**config.mk**
```make
export PLATFORM = sky130hd
export DESIGN_NAME = sram_port_arbiter
export DESIGN_NICKNAME = d
export VERILOG_FILES = /design/src/rtl/sram_port_arbiter.sv
export SDC_FILE = /design/constraint.sdc
export NUM_CORES = 1
export LEC_CHECK = 0
export ABC_AREA = 1
export ABC_CLOCK_PERIOD_IN_PS = 3300
export BUFFER_PORTS_ARGS = -buffer_cell sky130_fd_sc_hd__buf_2
export CAP_MARGIN = 5
export CELL_PAD_IN_SITES_DETAIL_PLACEMENT = 1
export CELL_PAD_IN_SITES_GLOBAL_PLACEMENT = 1
export CORE_MARGIN = 2
export CORE_UTILIZATION = 36
export DETAILED_ROUTE_END_ITERATION = 8
export PLACE_DENSITY = 0.95
export SYNTH_ARGS = -nofsm -noshare
export SYNTH_HDL_FRONTEND = slang
export SYNTH_SLANG_ARGS = --single-unit
```
**constraint.sdc**
```tcl
create_clock -name clk -period 3.3 [get_ports clk]
set_clock_uncertainty 0.2 [all_clocks]
set_input_delay 0.165 -clock clk [delete_from_list [all_inputs] [get_ports clk]]
set_output_delay 0.165 -clock clk [all_outputs]
set_load 0.02 [all_outputs]
```
**src/rtl/sram_port_arbiter.sv**
```systemverilog
// Round-robin arbiter between two masters for the external SRAM controller port.
// It turns each granted transaction into an address strobe, plus a data strobe for writes.
module sram_port_arbiter #(
    parameter int WAIT = 3
) (
    input  logic        clk,
    input  logic        rstn,
    input  logic        req0,
    input  logic        we0,
    input  logic [15:0] addr0,
    input  logic [15:0] wdata0,
    output logic        ack0,
    output logic [15:0] rdata0,
    input  logic        req1,
    input  logic        we1,
    input  logic [15:0] addr1,
    input  logic [15:0] wdata1,
    output logic        ack1,
    output logic [15:0] rdata1,
    output logic [15:0] mem_in,
    output logic        mem_writeA,
    output logic        mem_writeD,
    input  logic [15:0] mem_rdata,
    output logic        busy,
    output logic        grant
);

    localparam int CNT_W = $clog2(WAIT + 1);
    localparam logic [CNT_W-1:0] A_TC    = CNT_W'(WAIT);
    localparam logic [CNT_W-1:0] D_TC    = CNT_W'(WAIT - 1);
    localparam logic [CNT_W-1:0] CNT_ONE = CNT_W'(1);

    localparam logic [1:0] S_IDLE  = 2'd0;
    localparam logic [1:0] S_AWAIT = 2'd1;
    localparam logic [1:0] S_DWAIT = 2'd2;
    localparam logic [1:0] S_ACK   = 2'd3;

    logic [1:0]       state_q, state_d;
    logic [CNT_W-1:0] cnt_q, cnt_d;
    logic             we_q, we_d;
    logic [15:0]      wdata_q, wdata_d;
    logic             grant_q, grant_d;
    logic             last_grant_q, last_grant_d;
    logic [15:0]      mem_in_q, mem_in_d;
    logic             mem_writeA_q, mem_writeA_d;
    logic             mem_writeD_q, mem_writeD_d;
    logic             ack0_q, ack0_d;
    logic             ack1_q, ack1_d;
    logic [15:0]      rdata0_q, rdata0_d;
    logic [15:0]      rdata1_q, rdata1_d;
    logic             pick;

    // A tie goes to the port that did not win last time.
    always_comb begin
        pick = (req0 && req1) ? ~last_grant_q : req1;
    end

    always_comb begin
        state_d      = state_q;
        cnt_d        = cnt_q;
        we_d         = we_q;
        wdata_d      = wdata_q;
        grant_d      = grant_q;
        last_grant_d = last_grant_q;
        mem_in_d     = mem_in_q;
        mem_writeA_d = 1'b0;
        mem_writeD_d = 1'b0;
        ack0_d       = 1'b0;
        ack1_d       = 1'b0;
        rdata0_d     = rdata0_q;
        rdata1_d     = rdata1_q;

        case (state_q)
            S_IDLE: begin
                if (req0 || req1) begin
                    grant_d      = pick;
                    last_grant_d = pick;
                    we_d         = pick ? we1 : we0;
                    wdata_d      = pick ? wdata1 : wdata0;
                    mem_in_d     = pick ? addr1 : addr0;
                    mem_writeA_d = 1'b1;
                    cnt_d        = '0;
                    state_d      = S_AWAIT;
                end
            end
            S_AWAIT: begin
                if (cnt_q == A_TC) begin
                    cnt_d = '0;
                    if (we_q) begin
                        mem_in_d     = wdata_q;
                        mem_writeD_d = 1'b1;
                        state_d      = S_DWAIT;
                    end else begin
                        // The controller's data register is settled by now.
                        if (grant_q) begin
                            rdata1_d = mem_rdata;
                            ack1_d   = 1'b1;
                        end else begin
                            rdata0_d = mem_rdata;
                            ack0_d   = 1'b1;
                        end
                        state_d = S_ACK;
                    end
                end else begin
                    cnt_d = cnt_q + CNT_ONE;
                end
            end
            S_DWAIT: begin
                if (cnt_q == D_TC) begin
                    cnt_d   = '0;
                    ack0_d  = ~grant_q;
                    ack1_d  = grant_q;
                    state_d = S_ACK;
                end else begin
                    cnt_d = cnt_q + CNT_ONE;
                end
            end
            default: begin
                state_d = S_IDLE;
            end
        endcase
    end

    always_ff @(posedge clk) begin
        if (!rstn) begin
            state_q      <= S_IDLE;
            cnt_q        <= '0;
            we_q         <= 1'b0;
            wdata_q      <= '0;
            grant_q      <= 1'b0;
            last_grant_q <= 1'b1;
            mem_in_q     <= '0;
            mem_writeA_q <= 1'b0;
            mem_writeD_q <= 1'b0;
            ack0_q       <= 1'b0;
            ack1_q       <= 1'b0;
            rdata0_q     <= '0;
            rdata1_q     <= '0;
        end else begin
            state_q      <= state_d;
            cnt_q        <= cnt_d;
            we_q         <= we_d;
            wdata_q      <= wdata_d;
            grant_q      <= grant_d;
            last_grant_q <= last_grant_d;
            mem_in_q     <= mem_in_d;
            mem_writeA_q <= mem_writeA_d;
            mem_writeD_q <= mem_writeD_d;
            ack0_q       <= ack0_d;
            ack1_q       <= ack1_d;
            rdata0_q     <= rdata0_d;
            rdata1_q     <= rdata1_d;
        end
    end

    assign ack0       = ack0_q;
    assign ack1       = ack1_q;
    assign rdata0     = rdata0_q;
    assign rdata1     = rdata1_q;
    assign mem_in     = mem_in_q;
    assign mem_writeA = mem_writeA_q;
    assign mem_writeD = mem_writeD_q;
    assign grant      = grant_q;
    assign busy       = (state_q != S_IDLE);

endmodule

```
==> out/summary.txt, run 1 <==
Logic gate share of total power: 44.8%
Worst R2R Path Depth: 8
Total of max-cap violations: 0
Slew Viols, Final: 0
Fillers: 1404
Most frequent cells in the layout: buf_2, nor2_1, nand2_1
Core Box Area: 10300 um2
Share of cells above drive strength 1: 23.7%
R2R Setup Slk: 0.48 ns
Largest net degree at the start of global routing: 41
Final worst path period need: 2.82 ns
DR pass1 iterations: 4
Clk network pwr share: 20.9%
Syn Nets: 679
Crit path capture type: flop
Worst Path Max Fanout: 34
Switch share: 43.9%
Number of core rows: 37
Initial core utilization: 37.1%
Drt drc: 0
Internal power: 2.00 mW
Number of global-route vias before repair: 4652
Worst slew pin tran: 0.707 ns
Synth area leader: dfxtp_1
CP Cell Sequence: inv_1 > ha_1 > inv_2 > nor2_4 > nand2_1 > a21oi_1 > dlygate4sd3_1 > nor2_1
Num CTS Buffers: 9
Average size of a mapped cell: 6.57 um2
GPL Wtd Cong: 0.792
Pleak: 2.77 nW
# H-tree levels: 3
Post-CTS resize count: 0
Post-synth ARST share: 0%
CP max stage cell: dlygate4sd3_1
Met2 WL post-DR: 7610 um
Endpoints failing setup: 0
RSZ-0062 raised after global routing: false
Initial antenna violation count: 1
Number of port buffers: 139
Register bit count reported by yosys: 75
Number of library cell types mapped by synthesis: 22
PwrDens: 682 nW/um2
Top layer in use: met4
Die height: 107 um
Status: completed
FF-to-FF Start: state_q[0]
Slew HR: 52.8%
Main flop type after synthesis: dfxtp_1
Crit path to: wdata_q[9]
PnR worst setup slack: 0.484 ns
Synthesized area: 3820 um2
Synth area leaders: dfxtp_1, nor2_1, nand2_1
Met1 wire length: 5870 um
DRT iter0 DRCs: 292
Most common cell after layout, fill and taps aside: buf_2
Setup TNS: 0 ns
Layout Nets: 850
DPL Wire Length: 9020 um
R2R Path End: wdata_q[9]
Routed length per instance: 16.6 um
Max clock buf depth: 2
Total Power: 3.57 mW
Number of synthesized flops with an enable pin: 0
Power share of the sequential group: 34.4%
Vias per inst: 5.02
Yosys top cell area share: 39.3%
Crit-path max cell delay: 0.60 ns
First-pass GRT wire length: 23600 um
Worst hold margin: 0.0591 ns
Post-place setup slack: 1.19 ns
Full die area: 11500 um2
Post-synthesis sequential area ratio: 39.3%
Fin crit share: 85.3%
Synthesized instance count: 582
Final Hold Vio Count: 0
Worst endpoint required time: 3.34 ns
Ys Warns: 0
Net switching power: 1.57 mW
CTS sink cnt: 75
Met3 wire len: 681 um
Chip Width: 107 um
Routed Antenna Nets: 0
Clock latency on the worst-skew pair: 0.36 ns
IO Pins: 140
Startpoint Class: flop
Max VDD drop: 0.273 mV
Finished Core Util: 50.6%
Worst setup path start: state_q[0]
Total congestion overflow: 0
Clk pin slew, worst setup/hold paths: 0.09 ns
Final WL: 14900 um
Critical Path AT: 2.86 ns
Root Driver: clkbuf_8
GRT Total Usage: 26.2%
Crit Path Category: reg2reg
Hold WC Path Type: in2reg
Vias: 4490
Synthesis-to-layout area growth: 36.6%
Fmax: 355 MHz
CTS tree: built
## how the worst min path moves through the flow
stage                 startpoint     endpoint  slack, ns  cells past startpoint
CTS                     addr0[5]    mem_in[5]       0.05                      7
finish                  addr0[5]    mem_in[5]       0.06                      7
detailed placement    wdata0[11]  wdata_q[11]       0.20                      3
global placement      wdata0[15]  wdata_q[15]       0.19                      3
global route           addr0[10]   mem_in[10]       0.09                      7
floorplan           mem_rdata[0]    rdata0[0]        0.1                      2
## per-stage QoR
step           area (um2)  std cells
2_1_floorplan        3820        582
3_3_place_gp         4520        828
3_5_place_dp         4520        828
4_1_cts              5220        894
5_1_grt              5230        895
6_report             5230        895
## critical path, delay by kind of cell (launching register included)
| family | cells | cell delay (ns) |
|---|---|---|
| flip-flops | 1 | 0.37 |
| adder cells (fa/ha/maj) | 1 | 0.34 |
| AND/OR/NAND/NOR | 3 | 0.77 |
| buffers and inverters | 3 | 0.85 |
| AO/OA/AOI/OAI | 1 | 0.17 |
## power by group through the flow
stage / combinational (mW) / sequential (mW) / clock, mW
final: 1.60 / 1.23 / 0.744
after global routing: 1.77 / 1.25 / 0.794
after CTS: 1.53 / 1.21 / 0.738
after detailed placement: 1.40 / 1.23 / 0
after global placement: 1.34 / 1.22 / 0
after floorplan: 0.997 / 1.27 / 0
## cells by family after synthesis
logic type	Yosys count	synth area share [%]
buf+inv	99	11.4
compound gates	73	9.62
fa+ha+maj	11	3.60
simple gates	324	36.1
flops	75	39.3
## Yosys cell counts (11+ instances only)
cell / count
nand2_1: 126
nand3_1: 22
a21oi_1: 21
nand2_2: 13
dfxtp_1: 75
o21ai_0: 39
inv_1: 64
ha_1: 11
o21ai_1: 12
buf_2: 16
nand4_1: 17
nor2_1: 137
## routing by layer
layer	up-vias	global-route usage, %
li1	2140	-
met1	2134	29.5
met2	157	46.7
met3	59	5.11
met4	0	13.4
met5	-	0
## registers in the layout (all words and copies together) (netlist names)
signal and flops:
rdata0 16, mem_in 16, mem_writeA 1, cnt_q 2
state_q 2, we_q 1, ack1 1, last_grant_q 1
grant 1, rdata1 16, ack0 1, wdata_q 16
mem_writeD 1
## cell type report
cell class                 instances  area (um2)  share of cell area, %
antenna                            1        2.50                 0.0479
clock buffer                      10         128                   2.44
clock inverter                     6        71.3                   1.36
inverter                          68         255                   4.88
multi-input combinational        408        1890                   36.1
sequential                        75        1500                   28.7
tap                              136         170                   3.26
timing repair buffer             191        1210                   23.2
## timing repair
item / 4_1_cts / 5_1_grt
setup buffers: 0 / 0
endpoints found under the hold margin: 49 / 0
hold buffers: 50 / 0
No activity file was read; power rests on OpenSTA's default activity.
==> run 2, diff against run 1 <==
Settings changed: ABC_CLOCK_PERIOD_IN_PS 3300 to 2600, CORE_UTILIZATION 36 to 34, PLACE_DENSITY 0.95 to 0.93.
Clock period 3.3 ns to 2.6 ns, I/O delays scaled along.
==> run 2 against run 1 <==
  * Total power grew 24%
  * Combinational power grew 24%
  * Register-to-register slack lost 0.35 ns
  * Flip-flop and latch count is the same
  * Sequential power grew 25%
  * Cell area grew 0.50%
  * Global-route usage shrank 2.6 points
  * Die area grew 5.7%
  * Critical path type unchanged
==> out/summary.txt, run 2 (synthesis results as in run 1) <==
Status: completed
Number of global-route vias before repair: 4616
Total Power: 4.43 mW
Finished Core Util: 48.2%
DRT iter0 DRCs: 261
Max VDD drop: 0.398 mV
Hold depth: 7
Largest net degree at the start of global routing: 56
Num CTS Buffers: 9
Routed Antenna Nets: 0
GRT Total Usage: 23.7%
Worst R2R Path Depth: 8
# Post-CTS Setup Buffers: 0
Final WL: 14300 um
Worst hold margin: 0.0162 ns
DPL Wire Length: 9100 um
Initial core utilization: 35.1%
R2R Path End: wdata_q[11]
Share of cells above drive strength 1: 24.1%
Fillers: 1484
Vias: 4404
Final worst path period need: 2.46 ns
First-pass GRT wire length: 22400 um
Fmax: 406 MHz
Startpoint Class: flop
Clock latency on the worst-skew pair: 0.36 ns
Number of core rows: 38
Hold Crit Start: addr0[10]
Full die area: 12100 um2
PwrDens: 843 nW/um2
Fin crit share: 94.7%
DR pass1 iterations: 4
Worst Path Max Fanout: 35
Routed length per instance: 15.8 um
Slew Viols, Final: 0
Clk pin slew, worst setup/hold paths: 0.10 ns
Critical Path AT: 2.55 ns
Drt drc: 0
Pleak: 2.77 nW
CTS tree: built
Final Hold Vio Count: 0
Chip Width: 110 um
Worst slew pin tran: 0.841 ns
Endpoints failing setup: 0
Max clock buf depth: 2
Most common cell after layout, fill and taps aside: buf_2
Vias per inst: 4.89
WHS Endpoint: mem_in[10]
Crit-path leading delay family: simple AND/OR/NAND/NOR gates
WP buf/inv: 2
Core Box Area: 10900 um2
R2R Setup Slk: 0.14 ns
Worst endpoint required time: 2.69 ns
CP Cell Sequence: nand2_2 > nand2_8 > inv_2 > nand2_1 > nand2_1 > a21oi_1 > dlygate4sd3_1 > nor2_1
Slew HR: 43.9%
Layout Nets: 853
Die height: 110 um
Number of port buffers: 139
Root Driver: clkbuf_8
CP max stage cell: dlygate4sd3_1
RSZ-0062 raised after global routing: false
Initial antenna violation count: 1
Hold WC Path Type: in2reg
IO Pins: 140
Total of max-cap violations: 0
# H-tree levels: 3
FF-to-FF Start: last_grant_q
Setup TNS: 0 ns
Total congestion overflow: 0
Crit Path Category: reg2reg
Most frequent cells in the layout: buf_2, nor2_1, nand2_1
GPL Wtd Cong: 0.817
CTS sink cnt: 75
Synthesis-to-layout area growth: 37.3%
Crit path capture type: flop
Crit-path max cell delay: 0.59 ns
Critical path's most frequent cell: nand2_1
## run 2: cell types whose count changed in the layout (fill, tap and decap cells not counted), sizes merged
cell / before / now
clkinv: 0 / 1
inv: 71 / 69
clkbuf: 10 / 9
buf: 141 / 143
nor2: 140 / 141
clkinvlp: 2 / 3
## run 2: area by class of cell
type,instances,area (um2),area share [%]
multi-input combinational,409,1900,36.2
sequential,75,1500,28.6
antenna,1,2.50,0.0476
tap,140,175,3.33
clock buffer,9,124,2.36
clock inverter,6,66.3,1.26
inverter,68,255,4.86
timing repair buffer,193,1230,23.3
## run 2: worst max path at each step
stage                             from     endpoint  slack [ns]  cells after the start
after detailed placement    state_q[1]    rdata1[3]        0.50                      6
after CTS                   state_q[0]   wdata_q[4]        0.03                      8
after global placement      state_q[0]   wdata_q[6]        0.64                      7
final                     last_grant_q  wdata_q[11]        0.14                      8
after floorplan             state_q[1]   mem_in[10]        0.92                      8
after global routing        state_q[1]   wdata_q[8]        0.02                      8
## run 2: stage by stage
step / instances / setup slack [ns] / area (um2)
after global placement: 834 / 0.642 / 4540
final: 901 / 0.138 / 5250
after global routing: 901 / 0.0189 / 5250
after detailed placement: 834 / 0.499 / 4540
after floorplan: 582 / 0.916 / 3820
after CTS: 899 / 0.0322 / 5240
## run 2: where the power goes
| group | total (mW) | leakage, nW | switching (mW) | internal [mW] |
|---|---|---|---|---|
| Combinational | 1.99 | 2.07 | 1.29 | 0.700 |
| Clock | 0.897 | 0.0877 | 0.458 | 0.440 |
| Sequential | 1.54 | 0.613 | 0.168 | 1.37 |
## run 2: what timing repair did
item | CTS | global route
endpoints found under the setup margin | 0 | 12
endpoints found under the hold margin | 49 | 0
gates resized for setup | 0 | 1
hold buffers | 50 | 0
## run 2: worst reg2reg max path: cells and delay by family, from the launching register on
family          cells  cell delay [ns]
compound gates      1             0.04
simple gates        5             0.91
buf+inv             2             0.92
flops               1             0.34
## run 2: routing by layer
| metal | GRT usage [%] | share of wire, % |
|---|---|---|
| met1 | 27.5 | 40 |
| met3 | 4.23 | 4.6 |
| met2 | 42.7 | 53 |
| met5 | 0 | 0 |
| met4 | 9.40 | 2.7 |
